## config.mk

```make
export PLATFORM = sky130hd
export DESIGN_NAME = frame_writer
export DESIGN_NICKNAME = d
export VERILOG_FILES = /design/src/rtl/hydra_pkg.sv /design/src/rtl/pixel_packer.sv /design/src/rtl/frame_writer.sv
export SDC_FILE = /design/constraint.sdc
export NUM_CORES = 1
export LEC_CHECK = 0
export CORE_MARGIN = 5
export CORE_UTILIZATION = 57
export CTS_BUF_LIST = sky130_fd_sc_hd__clkbuf_16
export DETAILED_ROUTE_END_ITERATION = 7
export PLACE_DENSITY = 0.85
export SLEW_MARGIN = 20
export SYNTH_ARGS = -nofsm -noshare
export SYNTH_HDL_FRONTEND = slang
export SYNTH_SLANG_ARGS = --single-unit
```

## constraint.sdc

```tcl
create_clock -name clk -period 6 [get_ports clk]
set_input_delay 0.6 -clock clk [delete_from_list [all_inputs] [get_ports clk]]
set_output_delay 0.6 -clock clk [all_outputs]
set_load 0.005 [all_outputs]
```

## src/rtl/hydra_pkg.sv

```systemverilog
// rtl/hydra_pkg.sv - shared state encoding and width defaults for the frame writer
package hydra_pkg;

  localparam int DEF_MEM_ADDR_WIDTH     = 24;
  localparam int DEF_STRAND_PARAM_WIDTH = 16;
  localparam int DEF_MEM_DATA_WIDTH     = 24;
  localparam int BYTE_WIDTH             = 8;
  localparam int PIXEL_WIDTH            = 3 * BYTE_WIDTH;

  localparam logic [1:0] LAST_BYTE_SLOT = 2'd2;

  typedef enum logic [1:0] {
    ST_IDLE    = 2'd0,
    ST_COLLECT = 2'd1,
    ST_WRITE   = 2'd2,
    ST_DONE    = 2'd3
  } state_t;

  function automatic logic [BYTE_WIDTH-1:0] add_mod256(
    input logic [BYTE_WIDTH-1:0] acc,
    input logic [BYTE_WIDTH-1:0] data
  );
    return acc + data;
  endfunction

endpackage

```

## src/rtl/pixel_packer.sv

```systemverilog
// rtl/pixel_packer.sv - gathers R, G, B bytes into one 24-bit pixel
// The blue byte is passed straight through so the pixel is complete in the cycle its last byte is accepted.
module pixel_packer
  import hydra_pkg::*;
(
  input  logic                   clk,
  input  logic                   rst,
  input  logic                   clear,
  input  logic [BYTE_WIDTH-1:0]  in_data,
  input  logic                   accept,
  output logic [PIXEL_WIDTH-1:0] pixel,
  output logic                   pixel_complete
);

  logic [1:0]            byte_cnt;
  logic [BYTE_WIDTH-1:0] r_q;
  logic [BYTE_WIDTH-1:0] g_q;

  always_ff @(posedge clk) begin
    if (rst || clear) begin
      byte_cnt <= 2'd0;
      r_q      <= '0;
      g_q      <= '0;
    end else if (accept) begin
      case (byte_cnt)
        2'd0: begin
          r_q      <= in_data;
          byte_cnt <= 2'd1;
        end
        2'd1: begin
          g_q      <= in_data;
          byte_cnt <= 2'd2;
        end
        default: byte_cnt <= 2'd0;
      endcase
    end
  end

  assign pixel_complete = accept && (byte_cnt == LAST_BYTE_SLOT);
  assign pixel          = {r_q, g_q, in_data};

endmodule

```

## src/rtl/frame_writer.sv

```systemverilog
// rtl/frame_writer.sv - streams host RGB bytes into a strand of pixel words in memory
// Optional FRAME_WRITER_CHECKSUM_EN adds an 8-bit running sum of accepted bytes.
module frame_writer
  import hydra_pkg::*;
#(
  parameter int MEM_ADDR_WIDTH     = DEF_MEM_ADDR_WIDTH,
  parameter int STRAND_PARAM_WIDTH = DEF_STRAND_PARAM_WIDTH,
  parameter int MEM_DATA_WIDTH     = DEF_MEM_DATA_WIDTH
) (
  input  logic                          clk,
  input  logic                          rst,
  input  logic                          start,
  input  logic [STRAND_PARAM_WIDTH-1:0] strand_offset,
  input  logic [STRAND_PARAM_WIDTH-1:0] strand_length,
  input  logic [BYTE_WIDTH-1:0]         in_data,
  input  logic                          in_valid,
  output logic                          in_ready,
  output logic [MEM_ADDR_WIDTH-1:0]     mem_addr,
  output logic [MEM_DATA_WIDTH-1:0]     mem_wdata,
  output logic                          mem_we,
  input  logic                          mem_ack,
  output logic                          busy,
  output logic                          done
`ifdef FRAME_WRITER_CHECKSUM_EN
  ,
  output logic [BYTE_WIDTH-1:0]         checksum
`endif
);

  state_t                        state;
  logic [STRAND_PARAM_WIDTH-1:0] offset_q;
  logic [STRAND_PARAM_WIDTH-1:0] length_q;
  logic [STRAND_PARAM_WIDTH-1:0] index_q;
  logic [STRAND_PARAM_WIDTH-1:0] index_inc;
  logic [MEM_ADDR_WIDTH-1:0]     pixel_addr;
  logic [PIXEL_WIDTH-1:0]        pixel;
  logic                          pixel_complete;
  logic                          byte_accept;
  logic                          start_accept;

  assign byte_accept  = in_valid && in_ready;
  assign start_accept = start && (state == ST_IDLE);
  assign index_inc    = index_q + 1'b1;
  // Widen before adding so an offset near the top of its range carries into higher address bits.
  assign pixel_addr   = MEM_ADDR_WIDTH'(offset_q) + MEM_ADDR_WIDTH'(index_q);

  pixel_packer u_packer (
    .clk            (clk),
    .rst            (rst),
    .clear          (start_accept),
    .in_data        (in_data),
    .accept         (byte_accept),
    .pixel          (pixel),
    .pixel_complete (pixel_complete)
  );

  always_ff @(posedge clk) begin
    if (rst) begin
      state     <= ST_IDLE;
      offset_q  <= '0;
      length_q  <= '0;
      index_q   <= '0;
      in_ready  <= 1'b0;
      mem_addr  <= '0;
      mem_wdata <= '0;
      mem_we    <= 1'b0;
      busy      <= 1'b0;
      done      <= 1'b0;
    end else begin
      done <= 1'b0;
      case (state)
        ST_IDLE: begin
          if (start) begin
            offset_q <= strand_offset;
            length_q <= strand_length;
            index_q  <= '0;
            busy     <= 1'b1;
            in_ready <= (strand_length != '0);
            state    <= ST_COLLECT;
          end
        end
        ST_COLLECT: begin
          // An empty strand is resolved from the latched length, one cycle after start.
          if (length_q == '0) begin
            done  <= 1'b1;
            state <= ST_DONE;
          end else if (pixel_complete) begin
            in_ready  <= 1'b0;
            mem_we    <= 1'b1;
            mem_addr  <= pixel_addr;
            mem_wdata <= MEM_DATA_WIDTH'(pixel);
            state     <= ST_WRITE;
          end
        end
        ST_WRITE: begin
          if (mem_ack) begin
            mem_we  <= 1'b0;
            index_q <= index_inc;
            if (index_inc == length_q) begin
              done  <= 1'b1;
              state <= ST_DONE;
            end else begin
              in_ready <= 1'b1;
              state    <= ST_COLLECT;
            end
          end
        end
        ST_DONE: begin
          busy  <= 1'b0;
          state <= ST_IDLE;
        end
        default: begin
          in_ready <= 1'b0;
          mem_we   <= 1'b0;
          busy     <= 1'b0;
          state    <= ST_IDLE;
        end
      endcase
    end
  end

`ifdef FRAME_WRITER_CHECKSUM_EN
  always_ff @(posedge clk) begin
    if (rst || start_accept) begin
      checksum <= '0;
    end else if (byte_accept) begin
      checksum <= add_mod256(checksum, in_data);
    end
  end
`else
  // Default build carries no checksum state.
`endif

endmodule

```

======== Word-level counts from Yosys, hierarchy flattened ========
Index checks and enable logic that the tools add are counted.
cells by class
  muxes and demuxes ....................... 26
  $add $sub $neg .......................... 2
  bitwise operators ....................... 1
  eq/ne operators ......................... 12
  reduce and logical (&&, ||, !) cells .... 21
operator list
  cell                                                  count
  two-way mux 16 bit                                    2
  one-hot mux 16 bit (2 select lines)                   1
  adder 16 x 16 -> 17 bit                               1
  adder 16 x 1 -> 16 bit (second input constant)        1
  equality test 16 bit                                  1
  zero test 16 bit                                      1
  nonzero test 16 bit                                   1
  two-way mux 1 bit                                     12
  two-way mux 2 bit                                     5
  != test 2 bit (second input constant)                 5
  AND reduction 3 bit                                   3
  one-hot mux 2 bit (4 select lines)                    1
  AND reduction 2 bit                                   4
  equality test 2 bit (second input constant)           3
  one-hot mux 1 bit (2 select lines)                    3
  AND reduction 6 bit                                   1
  nonzero test 2 bit                                    3
  equality test 2 x 1 -> 1 bit (second input constant)  2
  zero test 2 bit                                       2
  one-hot mux 2 bit (2 select lines)                    1
  AND reduction 4 bit                                   1
  logical AND 1 bit                                     3
  != test 3 bit (second input constant)                 1
  one-hot mux 1 bit (3 select lines)                    1
  3 further kinds                                       3
storage, ports and cells
  input bits .............................. 45
  bits in registers ....................... 120
  word-level logic and storage cells ...... 75

======== Logic depth before layout (Yosys ltp) ========
Gate-level depths: netlist of run 1.
  depth in word-level cells ............... 5
  mapped depth ............................ 10
  depth with buffers taken out ............ 10

======== By module ========
Synthesis of run 1 repeated with hierarchy kept, for this count alone.
unflattened totals
  cells, all modules ...................... 728
  area, all modules ....................... 5806.8 um^2
modules (own cells, without submodules)
  module        area each (um^2)  instances  cells an instance
  frame_writer  4918.5            1          648
  pixel_packer  888.4             1          80

======== Worst setup path after synthesis of run 1 ========
No wires, ideal clock.
  path kind ............................... reg2reg
  from .................................... reg index_q[0]
  to ...................................... reg mem_addr[12]
  path buffers ............................ 0
  data arrival time ....................... 2392 ps
  path slack .............................. 3548 ps
  library setup time ...................... 60 ps
  stages on the path, launching flop included .. 11
  cell sequence ........................... dfxtp_1 > ha_1 > inv_1 > fa_1 > nor2b_1 > o21a_1 > o21ai_0 > a211oi_1 > o211ai_1 > a2111oi_0 > a311o_1
between the ends
  longest elaborated chain between the ends .. 1
RTL lines
  item                      RTL line            RTL
  start: declaration        frame_writer.sv:33  logic [STRAND_PARAM_WIDTH-1:0] index_q;
  start signal: assignment  frame_writer.sv:98  index_q <= index_inc;
  adder 16 x 16 -> 17 bit   frame_writer.sv:45  assign pixel_addr = MEM_ADDR_WIDTH'(offset_q) + MEM_ADDR_WIDTH'(index_q);
  end signal: assignment    frame_writer.sv:90  mem_addr <= pixel_addr;
  end: declaration          frame_writer.sv:18  output logic [MEM_ADDR_WIDTH-1:0] mem_addr,
Every way passes these cells.
A chain may end at the register's enable or synchronous reset.

======== Final worst setup path of run 1 ========
Same ends and word-level chain as after synthesis.

==> summary.md, run 1 <==
| Metric | Value |
|---|---|
| Final Skew | roughly 0.0088 ns |
| Residual DRC | 0 |
| Routed WL | 16.1 mm |
| Pins Over Slew Limit | 0 |
| Antenna Nets Post-Route | 0 |
| Via count | 5627 |
| Placed insts | 916 |
| Final Cycle Share | 0.484 |
| Worst path cell trace | ha_1, inv_1, fa_1, nor2b_1, o21a_1, o21ai_0, a211oi_1, o211ai_1, a2111oi_0, a311o_1 |
| Core Rows | 36 |
| FF+latch count, synth | 113 |
| PortBufs | a little under 90 |
| CP Launch Type | flip-flop |
| Avg Inst Size Synth | 7.68 µm² |
| Post-route cell area | around 7100 µm² |
| Most used flip-flop cell after synthesis | dfxtp_1 |
| Critical Path Source | index_q[0] |
| Clk_lat worst skew | ~0.42 ns |
| Critical R2R Capture | mem_addr[12] |
| DRT Pass-1 Iters | 6 |
| Antenna diodes | 0 |
| Worst VDD drop | approximately 0.00022 V |
| Clk sinks | 113 |
| # hold bufs at CTS | 0 |
| Reg2reg setup slack | approximately 3.1 ns |
| Area grow syn2layout | 26.1% |
| Crit-path max FO | 9 |
| CTS max path bufs | 2 |
| WL per Instance | roughly 17 µm |
| Number of global-route vias before repair | 5490 |
| PostCTS Resize Cnt | 0 |
| Initial antenna violation count | 0 |
| WHS Path Cells | 2 |
| Max Cap Violations | 0 |
| Syn Std Cell Area | between 5000 and 6000 µm² |
| Via/cell ratio | approximately 6 |
| Slowest stage delay, CP | 0.49 ns |
| Minimum clock period after layout | 2.90 ns |
| Ratio of cells with drive above 1 in the final layout | 0.0589 |
| FFs w/ async S/R, synth | 0 |
| Maximum clock rate | 344 MHz |
| Critical path type | reg2reg |
| Worst flop-to-flop path startpoint | index_q[0] |
| Final Hold Viols | 0 |
| Largest net degree at the start of global routing | 98 |
| Slowest cell on crit path | dfxtp_1 |
| Total CTS buffers | 17 |
| Yosys cell types | just under 60 |
| Reg2Reg Depth | 10 |
| WP buf/inv | 1 |
| LEAKAGE | between 0.002 and 0.003 µW |
| Yosys warnings | 0 |
| Routability cong. | just under 0.9 |
| Worst hold margin | roughly 0.45 ns |
| Final core occ | 0.733 |
| Relative slew slack | 0.343 |
| IO Pins | 97 |
| Final std cells w/o fill | about 950 |
| Power per cell area | 323 nW/µm² |
| Chip width | ~110 µm |
| Total Nets Final | 869 |
| Die area | around 12000 µm² |
| Worst setup path endpoint | mem_addr[12] |
| Clock root cell | clkbuf_16 |
| Fill cells | 740 |
| CP endpoint kind | flip-flop |
| Syn Inst Count | between 700 and 800 |
| WP data required | approximately 6.4 ns |
| Aggregate global routing overflow | 0 |
| # setup viols final | 0 |
| Starting Density | 0.581 |
| CTS tree | built |
| Core area | roughly 10000 µm² |
| Actual slew at the worst max-slew pin | 0.985 ns |
| Hold Crit Class | reg2reg |
| Total negative setup slack | 0 ns |
| Postcts setup bufs | 0 |
| Clock-pin slew on the worst setup and hold paths | around 0.06 ns |
| H-tree Lvls | 4 |
| Iter 0 DRT Violations | ~460 |
| Total track usage | 0.278 |
| Die H | 110 µm |
| HPWL after DPL | approximately 11 mm |
| Critical path depth | 10 |
| Status | finished, final reports clean |
| Worst Path Arrival | 3.26 ns |
| Cell family with most CP delay | compound AO/OA/AOI/OAI gates |
| First-pass GRT wire length | between 20 and 30 mm |
| Post-synth EDFFs | 0 |
| Sequential area share after synthesis | 0.400 |
| RSZ-0062 raised after global routing | no |
| Area after DPL | between 6000 and 7000 µm² |
Yosys cell counts, types with 2 or more instances:
| cell type | count | area (µm²) |
|---|---|---|
| ha_1 | 21 | 263 |
| a2111oi_0 | 2 | 17.5 |
| a211oi_1 | 8 | 60.1 |
| inv_1 | 13 | 48.8 |
| nor2_1 | 30 | 113 |
| o21a_1 | 6 | 45.0 |
| clkbuf_1 | 35 | 131 |
| nor2b_1 | 5 | 31.3 |
| and2_1 | 2 | 12.5 |
| a21o_1 | 6 | 45.0 |
| xnor2_1 | 19 | 166 |
| buf_4 | 7 | 52.6 |
| nand2_1 | 188 | 706 |
| o31ai_1 | 2 | 15.0 |
| dfxtp_1 | 113 | 2260 |
| a31oi_1 | 4 | 25.0 |
| buf_2 | 4 | 20.0 |
| nand4b_1 | 2 | 17.5 |
| o211ai_1 | 6 | 45.0 |
| buf_1 | 5 | 18.8 |
| nand4_4 | 2 | 42.5 |
| a21oi_1 | 116 | 581 |
| nor4_1 | 16 | 100 |
| nor3b_1 | 3 | 22.5 |
| nor4b_1 | 4 | 35.0 |
| nand4_1 | 6 | 37.5 |
| and3_1 | 8 | 50.1 |
| or3_1 | 7 | 43.8 |
| xor2_1 | 8 | 70.1 |
| a22oi_1 | 2 | 15.0 |
| nand2b_1 | 3 | 18.8 |
| nand3_1 | 15 | 75.1 |
| o21ai_0 | 22 | 110 |
| a311oi_1 | 3 | 26.3 |
| nand3b_1 | 4 | 30.0 |
| nor3_1 | 16 | 80.1 |
layer usage:
layer | wire length (µm) | GRT usage | part of all wire
met1 | 6750 | 0.349 | 0.42
met4 | 320 | 0.0953 | 0.020
met2 | 7880 | 0.469 | 0.49
met3 | 1100 | 0.0617 | 0.068
met5 | 0 | 0 | 0
final cells by class:
type | instances | area (µm²) | area share
clock buffers | 17 | 425 | 0.0597
clock inverters | 15 | 174 | 0.0244
well taps | 133 | 166 | 0.0233
multi-input cells | 564 | 3140 | 0.440
inverters | 13 | 48.8 | 0.00684
flip-flops and latches | 113 | 2260 | 0.317
repair buffers | 93 | 916 | 0.128
sequential cells by signal, indices dropped and copies added (netlist names), 2 cells and up:
signal             flops
mem_addr              17
length_q              16
state                  2
u_packer.r_q           8
mem_wdata             24
u_packer.byte_cnt      2
offset_q              16
u_packer.g_q           8
index_q               16
metrics by stage:
stage,setup slack (ns),power (µW)
finish,3.10,2310
global route,2.90,2400
CTS,3.15,2300
detailed placement,3.20,1280
global placement,3.30,1260
floorplan,3.55,1150
worst min-delay path by stage:
stage / start / to / slack [ns]
floorplan: u_packer.g_q[2] / mem_wdata[10] / 0.43
global placement: mem_addr[3] / mem_addr[3] / 0.44
detailed placement: mem_addr[4] / mem_addr[4] / 0.45
CTS: mem_addr[4] / mem_addr[4] / 0.45
global route: mem_wdata[9] / mem_wdata[9] / 0.47
finish: mem_addr[7] / mem_addr[7] / 0.45
logic make-up (layout without fill, tap and decap cells):
logic type	Yosys count	count (layout)	synth area share
simple gates	318	318	0.262
compound gates	190	190	0.197
flops	113	113	0.400
buf+inv	65	138	0.0489
xor+xnor	27	27	0.0418
fa+ha+maj	22	22	0.0500
other cells	1	7	0.000664
worst register-to-register path: cells and delay by family (launching register included):
| kind | cells | cell delay, ns |
|---|---|---|
| compound gates | 6 | 1.50 |
| fa+ha+maj | 2 | 0.61 |
| flops | 1 | 0.49 |
| simple gates | 1 | 0.20 |
| buf+inv | 1 | 0.05 |
cell usage in the layout (no fill, tap or decap), types with 7 or more instances in the layout:
cell               n
nor3_1            16
inv_1             13
conb_1             7
xor2_1             8
xnor2_1           19
ha_1              21
or3_1              7
nand2_1          188
clkdlybuf4s50_1   88
dfxtp_1          113
nand3_1           15
clkbuf_16         17
nor2_1            30
o21ai_0           22
and3_1             8
a211oi_1           8
nor4_1            16
a21oi_1          116
power by group:
part	internal (µW)	switching (µW)	leakage (µW)
logic	160	267	0.00139
registers	803	56.2	0.000916
clock network	624	396	0.000293
total	1590	719	0.00260
Note: power is estimated with default switching activity, not from simulation.
==> run 2: changes to the inputs <==
- CORE_UTILIZATION: 57 -> 53
- PLACE_DENSITY: 0.85 -> 0.8
- clock period: 6 -> 3 ns (I/O delays scaled with it)
==> run 2 against run 1 <==
Non-clock buffer count increased by 9. Global-route usage fell by 2.0 points. Cell count rose by 1.3%. Sequential share of layout area is 0.19 points lower. Clock-buffer cell count is the same.
==> summary.md, run 2 (synthesis gave the netlist of run 1 again) <==
| Metric | Value |
|---|---|
| Routed WL | 16.3 mm (was 16.1 mm) |
| Antenna Nets Post-Route | 0 (unchanged) |
| CTS max path bufs | 2 (unchanged) |
| Largest net degree at the start of global routing | 58 (was 98) |
| Number of global-route vias before repair | 5453 (was 5490) |
| Post-route cell area | 7170 µm² (was 7130 µm²) |
| Overall power | 4520 µW (was 2310 µW) |
| Die H | 113 µm (was 110 µm) |
| Sequential Power Share | 0.379 (was 0.373) |
| Total Nets Final | 878 (was 869) |
| CTS tree | built (unchanged) |
| Routability cong. | 0.895 (was 0.876) |
| Critical path type | reg2reg (unchanged) |
| WHS Path Cells | 4 (was 2) |
| Worst Path Arrival | 3.11 ns (was 3.26 ns) |
| Psw | 1380 µW (was 719 µW) |
| Slowest stage delay, CP | 0.50 ns (was 0.49 ns) |
| LEAKAGE | 0.00262 µW (was 0.00260 µW) |
| Pins Over Slew Limit | 0 (unchanged) |
| Core area | 10400 µm² (was 9730 µm²) |
| Clk sinks | 113 (unchanged) |
| Total track usage | 0.258 (was 0.278) |
| Final Skew | 0.0211 ns (was 0.00883 ns) |
| Total negative setup slack | 0 ns (unchanged) |
| Die area | 12800 µm² (was 12000 µm²) |
| Hold Crit Class | in2reg (was reg2reg) |
| Fill cells | 843 (was 740) |
| Chip width | 113 µm (was 110 µm) |
| Most common cell after layout, fill and taps aside | nand2_1 (unchanged) |
| CP endpoint kind | flip-flop (unchanged) |
| Most frequent cells in the layout | 188 x nand2_1, 116 x a21oi_1, 113 x dfxtp_1 (unchanged) |
| Actual slew at the worst max-slew pin | 0.818 ns (was 0.985 ns) |
| Iter 0 DRT Violations | 412 (was 459) |
| Starting Density | 0.545 (was 0.581) |
| Clock-pin slew on the worst setup and hold paths | 0.05 ns (was 0.06 ns) |
| Worst hold margin | 0.401 ns (was 0.449 ns) |
| Via/cell ratio | 5.82 (was 5.94) |
| Worst VDD drop | 0.000436 V (was 0.000225 V) |
| Internal | 3140 µW (was 1590 µW) |
| Residual DRC | 0 (unchanged) |
| Status | finished, final reports clean (unchanged) |
| PostCTS Resize Cnt | 0 (unchanged) |
| Via count | 5590 (was 5627) |
| Max reg flops | 24 (unchanged) |
| Sw Share | 0.305 (was 0.312) |
| Critical R2R Capture | mem_addr[12] (unchanged) |
| H-tree Lvls | 4 (unchanged) |
| Worst flop-to-flop path startpoint | index_q[1] (was index_q[0]) |
| Clk_lat worst skew | 0.43 ns (was 0.42 ns) |
| IO Pins | 97 (unchanged) |
| Final Hold Viols | 0 (unchanged) |
| Reg2reg setup slack | 0.25 ns (was 3.10 ns) |
| Antenna diodes | 0 (unchanged) |
| # setup viols final | 0 (unchanged) |
| Ratio of cells with drive above 1 in the final layout | 0.0631 (was 0.0589) |
| Critical hold path startpoint | rst (was mem_addr[7]) |
| Biggest regs | mem_wdata (24), mem_addr (17) (unchanged) |
| Max Cap Violations | 0 (unchanged) |
| WP data required | 3.36 ns (was 6.36 ns) |
| Worst path cell trace | inv_1, fa_1, nor2b_1, o21a_1, o21ai_0, a211oi_1, o211ai_1, a2111oi_0, a311o_1 (was ha_1, inv_1, fa_1, nor2b_1, o21a_1, o21ai_0, a211oi_1, o211ai_1, a2111oi_0, a311o_1) |
| Total CTS buffers | 17 (unchanged) |
| DRT Pass-1 Iters | 5 (was 6) |
| Hold Path Sink | mem_addr[11] (was mem_addr[7]) |
| Slowest cell on crit path | dfxtp_1 (unchanged) |
| Final Cycle Share | 0.917 (was 0.484) |
| WL per Instance | 16.9 µm (about the same) |
| Initial antenna violation count | 0 (unchanged) |
| Minimum clock period after layout | 2.75 ns (was 2.90 ns) |
| Power per cell area | 630 nW/µm² (was 323 nW/µm²) |
| Relative slew slack | 0.451 (was 0.343) |
| Area after DPL | 6600 µm² (was 6530 µm²) |
| Aggregate global routing overflow | 0 (unchanged) |
| First-pass GRT wire length | 26.6 mm (was 26.5 mm) |
| HPWL after DPL | 11.4 mm (was 10.9 mm) |
| PortBufs | 89 (unchanged) |
| Maximum clock rate | 363 MHz (was 344 MHz) |
| Gate power share | 0.192 (was 0.185) |
| Reg with most FFs | mem_wdata (unchanged) |
| # hold bufs at CTS | 0 (unchanged) |
| CP Launch Type | flip-flop (unchanged) |
| Reg2Reg Depth | 9 (was 10) |
| Clock network power share | 0.429 (was 0.442) |
| Crit-path max FO | 8 (was 9) |
| Area grow syn2layout | 26.9% (was 26.1%) |
| RSZ-0062 raised after global routing | no (unchanged) |
| Postcts setup bufs | 0 (unchanged) |
| Clock root cell | clkbuf_16 (unchanged) |
| Core Rows | 37 (was 36) |
## run 2: cell types whose count changed in the layout (fill, tap and decap cells not counted), sizes merged
| cell | previous run | this run |
|---|---|---|
| clkinvlp | 1 | 5 |
| inv | 20 | 15 |
| clkinv | 5 | 6 |
| buf | 5 | 14 |
## run 2: how the worst max path moves through the flow
stage	cells past startpoint	to	start
floorplan	10	mem_addr[12]	index_q[0]
global placement	8	done	index_q[1]
detailed placement	9	mem_addr[12]	index_q[1]
CTS	9	mem_addr[12]	index_q[1]
global route	9	mem_addr[12]	index_q[1]
finish	9	mem_addr[12]	index_q[1]
## run 2: critical path: cells and delay by family, from the launching register on
family / cells / cell delay, ns
AND/OR/NAND/NOR: 1 / 0.18
flip-flops: 1 / 0.50
AO/OA/AOI/OAI: 6 / 1.47
adder cells (fa/ha/maj): 1 / 0.43
buffers and inverters: 1 / 0.11
## run 2: per-stage QoR
| stage | util | setup slack, ns | std cells |
|---|---|---|---|
| detailed placement | 0.636 | 0.343 | 928 |
| finish | 0.692 | 0.249 | 960 |
| floorplan | - | 0.548 | 742 |
| CTS | 0.692 | 0.285 | 960 |
| global placement | 0.636 | 0.521 | 928 |
| global route | 0.692 | 0.0327 | 960 |
## run 2: power by group through the flow
stage                     Clock, µW  Combinational (µW)  Sequential [µW]
after floorplan                   0                 592             1710
after global placement            0                 813             1730
after detailed placement          0                 844             1740
after CTS                      1950                 857             1710
after global routing           2030                 952             1720
final                          1940                 866             1710
## run 2: per-layer routing
layer,vias up,share of wire,global-route usage,wire length (µm)
met5,-,0,0,0
met1,2628,0.42,0.310,6910
met3,25,0.061,0.0626,993
met4,0,0.018,0.111,298
li1,2707,-,-,-
met2,230,0.50,0.439,8060
## run 2: layout make-up
cell class	instances	area [µm²]	share of cell area
well taps	136	170	0.0237
flip-flops and latches	113	2260	0.315
repair buffers	102	983	0.137
clock inverters	15	148	0.0206
inverters	13	48.8	0.00680
clock buffers	17	425	0.0593
multi-input cells	564	3140	0.437
